## src/rtl/csa_resolver.sv

```systemverilog
// -----------------------------------------------------------------------------
// csa_resolver
//   Resolves a carry-save pair (t, s) from the multiplier's 4:2 reduction tree
//   into a single binary sum, sum = t + s. This is an iterative carry-propagate
//   adder. It resolves CHUNK bits per cycle and keeps the carry in a register
//   between cycles, so the carry chain is only CHUNK bits long at the cost of
//   NCH = ceil(N/CHUNK) cycles of latency. It sits between the reduction tree
//   and the rounding stage.
//
// Ports
//   clk        in   1     clock; all state updates on the rising edge
//   rst        in   1     synchronous, active-high reset
//   in_valid   in   1     t/s valid
//   in_ready   out  1     block can accept an operand pair (IDLE only)
//   t          in   N     carry-save carry vector
//   s          in   N     carry-save sum vector
//   out_valid  out  1     sum valid (DONE only)
//   out_ready  in   1     consumer accepts sum
//   sum        out  N+1   t + s; MSB is the carry out of bit N-1
//   busy       out  1     high in ADD or DONE
// -----------------------------------------------------------------------------
module csa_resolver #(
  parameter int N     = 14,
  parameter int CHUNK = 4
) (
  input  logic         clk,
  input  logic         rst,
  input  logic         in_valid,
  output logic         in_ready,
  input  logic [N-1:0] t,
  input  logic [N-1:0] s,
  output logic         out_valid,
  input  logic         out_ready,
  output logic [N:0]   sum,
  output logic         busy
);

  localparam int NCH    = (N + CHUNK - 1) / CHUNK;
  // Width of the last, possibly partial, chunk. The true carry out of bit N-1
  // lands at this position of the last chunk's adder output. The operand bits
  // above it are zero.
  localparam int LAST_W = N - (NCH - 1) * CHUNK;
  localparam int KW     = (NCH > 1) ? $clog2(NCH) : 1;

  typedef enum logic [1:0] {
    IDLE = 2'd0,
    ADD  = 2'd1,
    DONE = 2'd2
  } state_t;

  state_t         state;
  logic [N-1:0]   t_q;
  logic [N-1:0]   s_q;
  logic           carry_q;
  logic [KW-1:0]  k_q;

  logic [CHUNK-1:0] t_k;
  logic [CHUNK-1:0] s_k;
  logic [CHUNK:0]   chunk_sum;
  logic [N:0]       sum_next;
  logic             last_chunk;

  // The chunk is selected and written back with constant bit positions,
  // compared against the chunk index. Bits past N-1 are never read, so they
  // are zero, and the results for them are never written back.
  always_comb begin
    // NOTE: every signal assigned in always_comb gets a default first.
    // Otherwise some path leaves it unassigned and a latch is inferred.
    t_k      = '0;
    s_k      = '0;
    sum_next = sum;
    for (int j = 0; j < N; j++) begin
      if (j / CHUNK == int'(k_q)) begin
        t_k[j % CHUNK] = t_q[j];
        s_k[j % CHUNK] = s_q[j];
      end
    end
    chunk_sum = {1'b0, t_k} + {1'b0, s_k} + (CHUNK+1)'(carry_q);
    for (int j = 0; j < N; j++) begin
      if (j / CHUNK == int'(k_q)) begin
        sum_next[j] = chunk_sum[j % CHUNK];
      end
    end
    last_chunk = (k_q == KW'(NCH - 1));
  end

  // in_ready, out_valid and busy are registered. They are decoded from the
  // next state so that they stay aligned with it.
  always_ff @(posedge clk) begin
    // NOTE: state registers use non-blocking assignments only. Every flop then
    // samples the values from before the edge, whatever the statement order.
    if (rst) begin
      state     <= IDLE;
      in_ready  <= 1'b1;
      out_valid <= 1'b0;
      busy      <= 1'b0;
      sum       <= '0;
      carry_q   <= 1'b0;
      k_q       <= '0;
      t_q       <= '0;
      s_q       <= '0;
    end else begin
      unique case (state)
        IDLE: begin
          if (in_valid) begin
            t_q      <= t;
            s_q      <= s;
            carry_q  <= 1'b0;
            k_q      <= '0;
            state    <= ADD;
            in_ready <= 1'b0;
            busy     <= 1'b1;
          end
        end
        ADD: begin
          carry_q <= chunk_sum[CHUNK];
          if (last_chunk) begin
            sum       <= {chunk_sum[LAST_W], sum_next[N-1:0]};
            state     <= DONE;
            out_valid <= 1'b1;
          end else begin
            sum <= sum_next;
            k_q <= k_q + 1'b1;
          end
        end
        DONE: begin
          // The output handshake only returns to IDLE. A new pair is taken
          // no earlier than the following edge.
          if (out_ready) begin
            state     <= IDLE;
            out_valid <= 1'b0;
            in_ready  <= 1'b1;
            busy      <= 1'b0;
          end
        end
        default: begin
          state     <= IDLE;
          in_ready  <= 1'b1;
          out_valid <= 1'b0;
          busy      <= 1'b0;
        end
      endcase
    end
  end

endmodule
```

## config.mk

```make
export PLATFORM = sky130hd
export DESIGN_NAME = csa_resolver
export DESIGN_NICKNAME = d
export VERILOG_FILES = /design/src/rtl/csa_resolver.sv
export SDC_FILE = /design/constraint.sdc
export NUM_CORES = 1
export LEC_CHECK = 0
export BUFFER_PORTS_ARGS = -buffer_cell sky130_fd_sc_hd__buf_4
export CORE_UTILIZATION = 49
export DETAILED_ROUTE_END_ITERATION = 10
export GPL_TIMING_DRIVEN = 0
export PLACE_DENSITY = 0.75
export SLEW_MARGIN = 20
export SYNTH_ARGS = -nofsm -noshare
export SYNTH_HDL_FRONTEND = slang
export SYNTH_SLANG_ARGS = --single-unit
```

## constraint.sdc

```tcl
create_clock -name clk -period 3 [get_ports clk]
set_clock_uncertainty 0.2 [all_clocks]
set_input_delay 0.9 -clock clk [delete_from_list [all_inputs] [get_ports clk]]
set_output_delay 0.9 -clock clk [all_outputs]
set_load 0.01 [all_outputs]
```

# == Yosys cells after proc, flatten, opt, wreduce, memory -nomap -nowiden ==
# Cells that the tools add are included.
# op_classes
shifts,0
mux,58
reduce_logical,10
bitwise,2
mul,0
div,0
eq_ne,10
n_lt_le_gt_ge,0
add_sub_neg,3
# ops
cell,count
1-bit 2-to-1 mux,47
3-bit AND reduction,4
2-bit 2-to-1 mux,5
1-bit one-hot mux with 3 select lines,3
2-bit != test (second input constant),4
2-bit one-hot mux with 3 select lines,1
2-bit AND reduction,3
4-bit by 4-bit adder with 5-bit output,1
5-bit by 1-bit adder with 5-bit output,1
2-bit equality test (first input constant),2
2-bit equality test (second input constant),2
2-bit zero test,2
2-bit one-hot mux with 2 select lines,1
2-bit by 1-bit adder with 2-bit output (second input constant),1
1-bit by 2-bit equality test with 1-bit output (first input constant),1
2-bit by 1-bit equality test with 1-bit output (second input constant),1
1-bit inverter,2
1-bit one-hot mux with 2 select lines,1
2-bit nonzero test,1
# totals
n_memories,0
ramBits,0
regBits,51
in_bits,32
out_inout_bits,18
romBits,0
latch_bits,0

# == Logic depth before layout (Yosys ltp) ==
# depth
word_depth,8
depth_mapped,12
depth_no_buf,11

# == Worst setup path before layout ==
# No wires, ideal clock.
# synth_timing
path_type,register -> register
from,register k_q[0]
to,register carry_q
slack_ns,0.149
period_less_slack_ns,2.851
arrival_ns,2.536
path_stages_with_launch,13
cell_sequence,dfxtp_1 inv_1 ha_1 clkbuf_1 clkbuf_1 a21oi_1 a22oi_1 fa_1 fa_1 inv_1 a21o_1 a21oi_1 a2111oi_0
# synth_via
elab_chain_len,8
elab_cells_between_ends,35
classes_between,add/sub (2); eq/ne (3); mux (29); reduce/logical (1)
# synth_lines
item,line,text
start: declaration,55,logic [KW-1:0] k_q;
start signal: assignment,123,k_q <= k_q + 1'b1;
2-bit zero test,73,if (j / CHUNK == int'(k_q)) begin
1-bit 2-to-1 mux (4 in a row),73,
4-bit by 4-bit adder with 5-bit output *,78,"chunk_sum = {1'b0, t_k} + {1'b0, s_k} + (CHUNK+1)'(carry_q);"
5-bit by 1-bit adder with 5-bit output *,78,
1-bit one-hot mux with 2 select lines *,103,unique case (state)
end signal: assignment,116,carry_q <= chunk_sum[CHUNK];
end: declaration,54,logic carry_q;
# Every way passes the cells marked *; elsewhere a longest branch is shown, timed or not.
# A chain may end at the register's enable or synchronous reset.

# == Final worst setup path ==
# layout_timing
from,register k_q[1]
to,register carry_q
# The elaborated chain is that of the path after synthesis.

==> metrics.md <==
| Metric | Value |
|---|---|
| Max Buffers Root-to-Sink | 2 |
| Core Area | 4750 sq um |
| Initial Utilization | 0.516 |
| Slew Limit Fails | 0 |
| Reg2Reg Launch Point | k_q[1]$_SDFFE_PP0P_ |
| Critical path's top delay family | adder cells |
| Post-layout min period | 2.88 ns |
| R2R setup slack | 0.12 ns |
| WL met3 | 259 um |
| Area growth from synthesis to layout | 24.3% |
| Cts hold-fix bufs | 0 |
| Routed vias | 2060 |
| TritonCTS clock tree | done |
| Vias/cell | 5.00 |
| Height of the chip | 72.7 um |
| Initial DRT Pass Iterations | 4 |
| Maximum level of the CTS H-tree | 2 |
| Syn Std Cell Area | 2450 sq um |
| Yosys Warn Count | 0 |
| Commonest non-fill, non-tap cells in the layout | 49 x buf_4, 49 x dfxtp_1, 48 x nand2_1 |
| GP Congestion | 0.795 |
| RSZ-0062 raised after global routing | no |
| Antenna Violating Nets Remaining | 0 |
| Hpwl dp | 3750 um |
| Leak Pwr | 1.22 nW |
| Metal2 WL | 2440 um |
| Share of layout cells above drive strength 1 | 0.345 |
| # DRC | 0 |
| CP Launch Type | register |
| First-pass GRT wire length | 8600 um |
| HP Class | register to register |
| Filler Cell Count | 438 |
| Cells along the critical path | inv_1 > ha_4 > clkbuf_4 > o21ai_1 > a22oi_1 > fa_2 > fa_2 > inv_1 > a21o_1 > a21oi_1 > a2111oi_1 |
| Fmax | 347 MHz |
| Clock root buffer | clkbuf_8 |
| Largest net degree at the start of global routing | 15 |
| Hold depth | 2 |
| Power Dens Cells | 469 nW/um^2 |
| Nets | 385 |
| Crit-path max FO | 10 |
| # clock sinks | 51 |
| Post-Syn Nets | 333 |
| Critical path's slowest cell | dfxtp_2 |
| Number of core rows | 25 |
| Final TNS setup | 0 ns |
| Slew @ Worst Pin | 0.669 ns |
| Max transition margin | 0.554 |
| # diodes | 0 |
| Status | finished, final reports clean |
| Highest routed layer | met4 |
| Detailed Route Iter0 Violations | 103 |
| Bufs and invs on worst path | 3 |
| GRT overflow | 0 |
| CP endpoint kind | register |
| Total Wirelength | 5180 um |
| Post-Synthesis Cells | 292 |
| Reg2reg path depth | 11 |
| Hold Path Origin | s_q[1]$_SDFFE_PP0P_ |
| Fin crit share | 0.961 |
| Critical Path Stages | 11 |
| Vias in the first global route | 1910 |
| # Max-Cap Violations | 0 |
| Setup Viol. Count Final | 0 |
| Met1 WL | 2330 um |
| Worst IR Drop VDD | 0.330 mV |
| Setup bufs post-CTS | 0 |
| Clock transition at the registers of the reported paths | 0.09 ns |
| Fin util | 0.641 |
| WL/cell | 12.6 um |
| Global-route usage over all layers | 0.212 |
| Arr. time, crit path | 2.86 ns |
| Synth Area per Inst | 8.40 sq um |
| Io pins | 50 |
| CP required | 2.98 ns |
| CP peak stage delay | 0.38 ns |
| Yosys reg bits | 51 |
| Crit path kind | register to register |
| Final Non-Filler Cells | 412 |
| Fin Hold WS | 0.259 ns |
| Die area | 5290 sq um |
| Synth unique cells | 35 |
| Worst Hold End | s_q[1]$_SDFFE_PP0P_ |
| Post-synthesis sequential area ratio | 0.416 |
| Clock Latency Late Sink | 0.30 ns |
| I/O Buffers | 48 |
| CTS buffer count | 5 |
| Critical R2R Capture | carry_q$_SDFFE_PP0P_ |
| Die X-Extent | 72.7 um |
| DP Cell Count | 407 |
| Initial antenna violation count | 0 |
| Final hold vios | 0 |
[worst min-delay path: stages, from the launching register on]
cell	delay, ns
dfxtp_1	0.32
nand2_1	0.05
a21oi_1	0.05
[worst max-delay path by stage]
stage                                 to           startpoint
finish              carry_q$_SDFFE_PP0P_  k_q[1]$_SDFFE_PP0P_
detailed placement  carry_q$_SDFFE_PP0P_  k_q[1]$_SDFFE_PP0P_
global placement    carry_q$_SDFFE_PP0P_  k_q[1]$_SDFFE_PP0P_
CTS                 carry_q$_SDFFE_PP0P_  k_q[0]$_SDFFE_PP0P_
global route        carry_q$_SDFFE_PP0P_  k_q[1]$_SDFFE_PP0P_
floorplan           carry_q$_SDFFE_PP0P_  k_q[0]$_SDFFE_PP0P_
[state kept, by name, summed over array words and instances, names as in the netlist]
signal,cells
k_q,2
in_ready,1
carry_q,1
sum,15
s_q,14
out_valid,1
busy,1
state,2
t_q,14
[cell type report]
type	count	area, sq um	area share
Multi-Input combinational cell	205	1290	0.423
Inverter	13	48.8	0.0160
Buffer	20	143	0.0468
Tap cell	67	83.8	0.0275
Sequential cell	51	1020	0.336
Timing Repair Buffer	48	360	0.118
Clock buffer	8	100	0.0328
[per-stage QoR]
stage / power [mW] / area [sq um] / setup slack [ns]
2_1_floorplan: 0.913 / 2450 / 0.149
3_3_place_gp: 0.996 / 2900 / -0.180
3_5_place_dp: 1.00 / 2900 / -0.278
4_1_cts: 1.42 / 3000 / 0.00340
5_1_grt: 1.51 / 3050 / 0.00609
6_report: 1.43 / 3050 / 0.117
[power by group]
| part | total [mW] | switching (mW) | internal, mW |
|---|---|---|---|
| clock | 0.430 | 0.219 | 0.211 |
| combinational | 0.266 | 0.141 | 0.125 |
| sequential | 0.735 | 0.0229 | 0.712 |
| total | 1.43 | 0.382 | 1.05 |
[cell usage after synthesis, drive strengths merged]
cell | n | area share
ha | 7 | 0.036
mux2i | 5 | 0.020
nand2b | 6 | 0.015
or3 | 1 | 0.0026
and3b | 1 | 0.0036
or2 | 1 | 0.0036
nand3 | 3 | 0.0061
xnor2 | 1 | 0.0036
nor2 | 23 | 0.035
nor3 | 4 | 0.0082
o21ai | 9 | 0.018
a21oi | 49 | 0.13
nor2b | 1 | 0.0056
a21o | 2 | 0.0061
buf | 6 | 0.032
nor3b | 2 | 0.0082
a22oi | 3 | 0.0092
a2111oi | 1 | 0.0036
nand2 | 68 | 0.12
fa | 2 | 0.016
o22ai | 1 | 0.0026
and2 | 4 | 0.010
inv | 13 | 0.020
dfxtp | 51 | 0.42
clkbuf | 17 | 0.028
a211oi | 8 | 0.024
o32a | 1 | 0.0041
o21a | 1 | 0.0031
a22o | 1 | 0.0036
[timing repair]
| action | 4_1_cts | 5_1_grt |
|---|---|---|
| setup endpoints to repair | 11 | 8 |
| pin swaps | 1 | 0 |
| resized for setup | 7 | 13 |
| endpoints found under the hold margin | 0 | 0 |
| cloned | 0 | 0 |
[cell families (layout without fill, tap and decap cells)]
logic type	after synthesis	in the layout	synth area share
compound gates	76	76	0.206
xor+xnor	1	1	0.00357
fa+ha+maj	9	9	0.0520
buf+inv	36	89	0.0791
flops	51	51	0.416
mux	5	5	0.0204
simple gates	114	114	0.223
[routing by layer]
| metal | vias up | GRT usage |
|---|---|---|
| li1 | 1063 | - |
| met1 | 917 | 0.262 |
| met2 | 66 | 0.361 |
| met3 | 14 | 0.0442 |
| met4 | 0 | 0.0806 |
| met5 | - | 0 |
No activity file was read; power rests on OpenSTA's default activity.
